[config.mk]
export PLATFORM = sky130hd
export DESIGN_NAME = icache_line_fill
export DESIGN_NICKNAME = d
export VERILOG_FILES = /design/src/rtl/icache_pkg.sv /design/src/rtl/icache_line_fill_buf.sv /design/src/rtl/icache_line_fill.sv
export SDC_FILE = /design/constraint.sdc
export NUM_CORES = 1
export LEC_CHECK = 0
export BUFFER_PORTS_ARGS = -buffer_cell sky130_fd_sc_hd__buf_2
export CORE_MARGIN = 5
export CORE_UTILIZATION = 45
export CTS_CLUSTER_SIZE = 8
export DETAILED_ROUTE_END_ITERATION = 12
export PLACE_DENSITY = 0.77
export SLEW_MARGIN = 0
export SYNTH_ARGS = -nofsm -noshare
export SYNTH_HDL_FRONTEND = slang
export SYNTH_SLANG_ARGS = --single-unit
[constraint.sdc]
create_clock -name clk -period 1.9 [get_ports clk]
set_input_delay 0.38 -clock clk [delete_from_list [all_inputs] [get_ports clk]]
set_output_delay 0.38 -clock clk [all_outputs]
set_load 0.005 [all_outputs]
[src/rtl/icache_pkg.sv]
// Shared types and size derivations for the instruction-cache line fill block.
package icache_pkg;

  localparam int WORD_W = 32;

  typedef enum logic [2:0] {
    ST_IDLE  = 3'd0,
    ST_FETCH = 3'd1,
    ST_GAP   = 3'd2,
    ST_RESP  = 3'd3,
    ST_DRAIN = 3'd4
  } fill_state_t;

  function automatic int calc_line_w(input int block_size, input int num_blocks);
    return 8 * block_size * num_blocks;
  endfunction

  function automatic int calc_beats(input int block_size, input int num_blocks);
    return calc_line_w(block_size, num_blocks) / WORD_W;
  endfunction

endpackage

[src/rtl/icache_line_fill_buf.sv]
// One-entry buffer holding the address and data of the last fully served line.
module icache_line_fill_buf #(
  parameter int LINE_W = 64
) (
  input  logic              clk,
  input  logic              resetn,
  input  logic              wr_en,
  input  logic [31:0]       wr_addr,
  input  logic [LINE_W-1:0] wr_data,
  input  logic [31:0]       lookup_addr,
  output logic              hit,
  output logic [LINE_W-1:0] rd_data
);

  logic [31:0]       buf_addr;
  logic [LINE_W-1:0] buf_data;
  logic              buf_valid;

  always_ff @(posedge clk) begin
    if (!resetn) begin
      buf_addr  <= '0;
      buf_data  <= '0;
      buf_valid <= 1'b0;
    end else if (wr_en) begin
      buf_addr  <= wr_addr;
      buf_data  <= wr_data;
      buf_valid <= 1'b1;
    end
  end

  assign hit     = buf_valid && (buf_addr == lookup_addr);
  assign rd_data = buf_data;

endmodule

[src/rtl/icache_line_fill.sv]
// Assembles one cache line from BEATS sequential 32-bit backing reads.
// Define ICACHE_LINE_FILL_BUFFER_EN to add a last-line buffer that short-cuts repeat requests.
module icache_line_fill import icache_pkg::*; #(
  parameter  int BLOCK_SIZE = 2,
  parameter  int NUM_BLOCKS = 4,
  localparam int LINE_W     = calc_line_w(BLOCK_SIZE, NUM_BLOCKS)
) (
  input  logic              clk,
  input  logic              resetn,
  input  logic              req_valid,
  output logic              req_ready,
  input  logic [31:0]       req_addr,
  output logic [LINE_W-1:0] req_rdata,
  output logic              mem_valid,
  input  logic              mem_ready,
  output logic [31:0]       mem_addr,
  input  logic [31:0]       mem_rdata
);

  localparam int BEATS = calc_beats(BLOCK_SIZE, NUM_BLOCKS);
  localparam int BW    = (BEATS > 1) ? $clog2(BEATS) : 1;
  localparam logic [BW-1:0] LAST_BEAT = BW'(BEATS - 1);

  fill_state_t       state, state_nxt;
  logic [BW-1:0]     beat;
  logic [31:0]       base;
  logic              aborted;
  logic [31:0]       acc_addr;
  logic              hit;
  logic [LINE_W-1:0] buf_data;

  assign acc_addr = req_addr & 32'hFFFF_FFFC;

`ifdef ICACHE_LINE_FILL_BUFFER_EN
  icache_line_fill_buf #(.LINE_W(LINE_W)) u_buf (
    .clk         (clk),
    .resetn      (resetn),
    .wr_en       (state == ST_RESP),
    .wr_addr     (base),
    .wr_data     (req_rdata),
    .lookup_addr (acc_addr),
    .hit         (hit),
    .rd_data     (buf_data)
  );
`else
  assign hit      = 1'b0;
  assign buf_data = '0;
`endif

  always_ff @(posedge clk) begin
    if (!resetn) state <= ST_IDLE;
    else         state <= state_nxt;
  end

  // A dropped request is remembered so the in-flight beat finishes but nothing further issues.
  always_comb begin
    state_nxt = state;
    case (state)
      ST_IDLE:  if (req_valid) state_nxt = hit ? ST_RESP : ST_FETCH;
      ST_FETCH: if (mem_ready) begin
                  if (aborted || !req_valid) state_nxt = ST_IDLE;
                  else if (beat == LAST_BEAT) state_nxt = ST_RESP;
                  else                        state_nxt = ST_GAP;
                end
      ST_GAP:   state_nxt = (aborted || !req_valid) ? ST_IDLE : ST_FETCH;
      ST_RESP:  state_nxt = ST_DRAIN;
      ST_DRAIN: if (!req_valid) state_nxt = ST_IDLE;
      default:  state_nxt = ST_IDLE;
    endcase
  end

  always_ff @(posedge clk) begin
    if (!resetn) begin
      beat      <= '0;
      base      <= '0;
      aborted   <= 1'b0;
      req_rdata <= '0;
    end else begin
      case (state)
        ST_IDLE: if (req_valid) begin
          base    <= acc_addr;
          beat    <= '0;
          aborted <= 1'b0;
          if (hit) req_rdata <= buf_data;
        end
        ST_FETCH: begin
          if (!req_valid) aborted <= 1'b1;
          if (mem_ready) req_rdata[WORD_W*beat +: WORD_W] <= mem_rdata;
        end
        ST_GAP: begin
          beat <= beat + BW'(1);
          if (!req_valid) aborted <= 1'b1;
        end
        default: ;
      endcase
    end
  end

  // Gating with req_valid keeps a misbehaving requester from ever seeing an unsolicited pulse.
  assign req_ready = (state == ST_RESP) && req_valid;
  assign mem_valid = (state == ST_FETCH);
  assign mem_addr  = base + {{(30-BW){1'b0}}, beat, 2'b00};

endmodule

==> metrics.txt <==
Fillers 864; # rows 36; I/O pin total 166; root buf cell clkbuf_8; Chip Width 110 um; Seq/Total Area, Yosys 0.442; post-synthesis mux area share 0; number of synthesized flops with an enable pin 0; CP arrival 1820 ps; Synth Area in Compound Gates 0.172; H-tree levels 3; final period utilization 1.16; peak supply drop 0.453 mV; commonest cells after routing, fill and taps aside 195 x nand2_1, 161 x buf_2, 83 x dfxtp_1; Synth area leaders dfxtp_1 44%, nand2_1 17%, a21boi_1 12%; crit path time final 2200 ps; WHS 252 ps; first-pass GRT wire length 18800 um; hold path cells 3; Max Clk Rate 0.455 GHz; worst skew pair latency 350 ps; ys async rst share 0; RSZ-0062 raised after global routing yes; Crit Path Max Fanout 7; synthesized cell area 0.00448 sq mm; GPL Wtd Cong 0.841; Max-Cap Viols 0; register area 0.00201 sq mm; Multi-input gate area 0.00244 sq mm; Static Leak 2.69 nW; Min-Delay Path Class in -> reg; Util after Layout 0.612; Post-Route WL 12200 um; #FFs+latches synth 99; adder-cell share of the synthesized area 0.00838; area leader, netlist dfxtp_1; DRC errors left 0; Startpoint Class flip-flop; vias in the first global route 3980; Layout Cells excl Fill 846; hold buffers post-CTS 0; most common cell after layout, fill and taps aside nand2_1; WS Path Type reg -> out; # port buffers 161; area share of the largest cell type after synthesis 0.442; Max Slew Vio Count 0; Mean Syn Cell Area 8.35 sq um; initial core utilization 0.461; xor and xnor area share after synthesis 0.0547; via count 4279; n_diodes 0; fraction of layout cells with a size suffix above 1 0.363; total gr overflow 0; Sink Count 99; largest family of logic cells by synthesized area simple AND/OR/NAND/NOR gates; antenna violations before repair 0; Die H 110 um; Iter 0 DRT Violations 178; status finished, violations left; yosys warns 0; post-synth cell types 41; cell count of the worst reg-to-reg path 5; cell total after placement 825; Worst Setup End Kind output pin; failing checks setup timing; Critical Path RT 1520 ps; area of the core 0.00973 sq mm; Clock Skew 11.8 ps; Syn Inst Count 537; number of nets in the layout 781; ANT nets after route 0; drt wl/cell 14.4 um; Place WS -50.2 ps; setup ws final -297 ps; Primary FF master, synth dfxtp_1; vias per cell 5.06; CTS tree yes; Clock Tree Buf Depth 2; number of CTS-inserted buffers 9; total track usage 0.197; largest net degree at the start of global routing 60; HPWL after DPL 8770 um; final hold vios 0; die area 0.0121 sq mm; post-layout total power 3.97 mW; router iterations before antenna repair 4; Setup Viol. Count Final 26; synthesized-area fraction occupied by and/or/nand/nor cells 0.271; Clock transition at path regs 90 ps; Layout area overhead 32.9%; Power Dens Cells 667 mW/mm^2
-- where the power goes --
part           total (mW)  leakage, nW  internal, mW  switching, mW
sequential           2.21        0.812          2.14         0.0642
combinational       0.466         1.79         0.229          0.236
clock                1.29       0.0844         0.598          0.697
total                3.97         2.69          2.97          0.998
-- logic make-up (layout without fill, tap and decap cells) --
group                    count (synthesis)  count (layout)
XOR/XNOR                                28              28
flip-flops                              99              99
AO/OA/AOI/OAI                          104             104
adder cells (fa/ha/maj)                  3               3
buffers and inverters                   40             215
AND/OR/NAND/NOR                        262             262
other                                    1               2
-- through the flow --
stage / area, sq um / setup TNS [ps]
finish: 5950 / -5150
detailed placement: 5520 / -120
global placement: 5520 / 0
floorplan: 4490 / 0
global route: 5950 / -8040
CTS: 5830 / -5610
-- cells in the mapped netlist, types with 2 or more instances --
cell	n
nor4_2	3
a21boi_0	26
xnor2_1	17
ha_1	3
o21ai_0	2
nor2_1	8
buf_2	6
or3_1	2
nand3_2	2
buf_6	7
nand3_1	9
inv_1	3
nand2_2	2
and4_1	4
nor3b_1	4
and3_1	5
dfxtp_1	99
a21boi_1	69
buf_4	5
clkbuf_1	18
nor3_1	4
xor2_1	11
and2_1	4
nand2_1	198
nand4_1	9
a21oi_1	2
-- worst paths after layout --
check | from | endpoint | slack (ps)
worst max-delay path | beat | mem_addr[28] | -300
worst max register to register | state[0] | base[19] | 390
worst min register to register | req_rdata[14] | req_rdata[14] | 450
worst min-delay path | req_addr[7] | base[7] | 250
-- layout make-up --
class / instances / area share
inverters: 4 / 0.00252
flip-flops and latches: 99 / 0.338
clock buffers: 10 / 0.0214
repair buffers: 197 / 0.192
clock inverters: 4 / 0.00904
multi-input cells: 399 / 0.410
well taps: 133 / 0.0279
-- sequential cells by signal (all words and copies together), names as in the netlist --
| register | flops |
|---|---|
| req_rdata | 64 |
| base | 30 |
| state | 3 |
| aborted | 1 |
| beat | 1 |
-- what timing repair did --
| action | in CTS | in global routing |
|---|---|---|
| gates resized for setup | 37 | 18 |
| hold endpoints to repair | 0 | 0 |
| endpoints found under the setup margin | 27 | 28 |
| buffers inserted | 2 | 5 |
| pin swaps | 10 | 5 |
-- worst max-delay path, stage by stage, from the launching register on --
cell	delay (ps)
dfxtp_2	360
ha_4	180
ha_4	170
nand4_4	200
nor4b_4	280
xor2_1	160
buf_2	130
-- metal layers --
layer  up-vias  track usage  part of all wire
li1       2114            -                 -
met1      1998        0.237              0.41
met2       151        0.341              0.49
met3        16       0.0499             0.081
met4         0       0.0677             0.016
met5         -            0                 0
No activity file was read; power rests on OpenSTA's default activity.
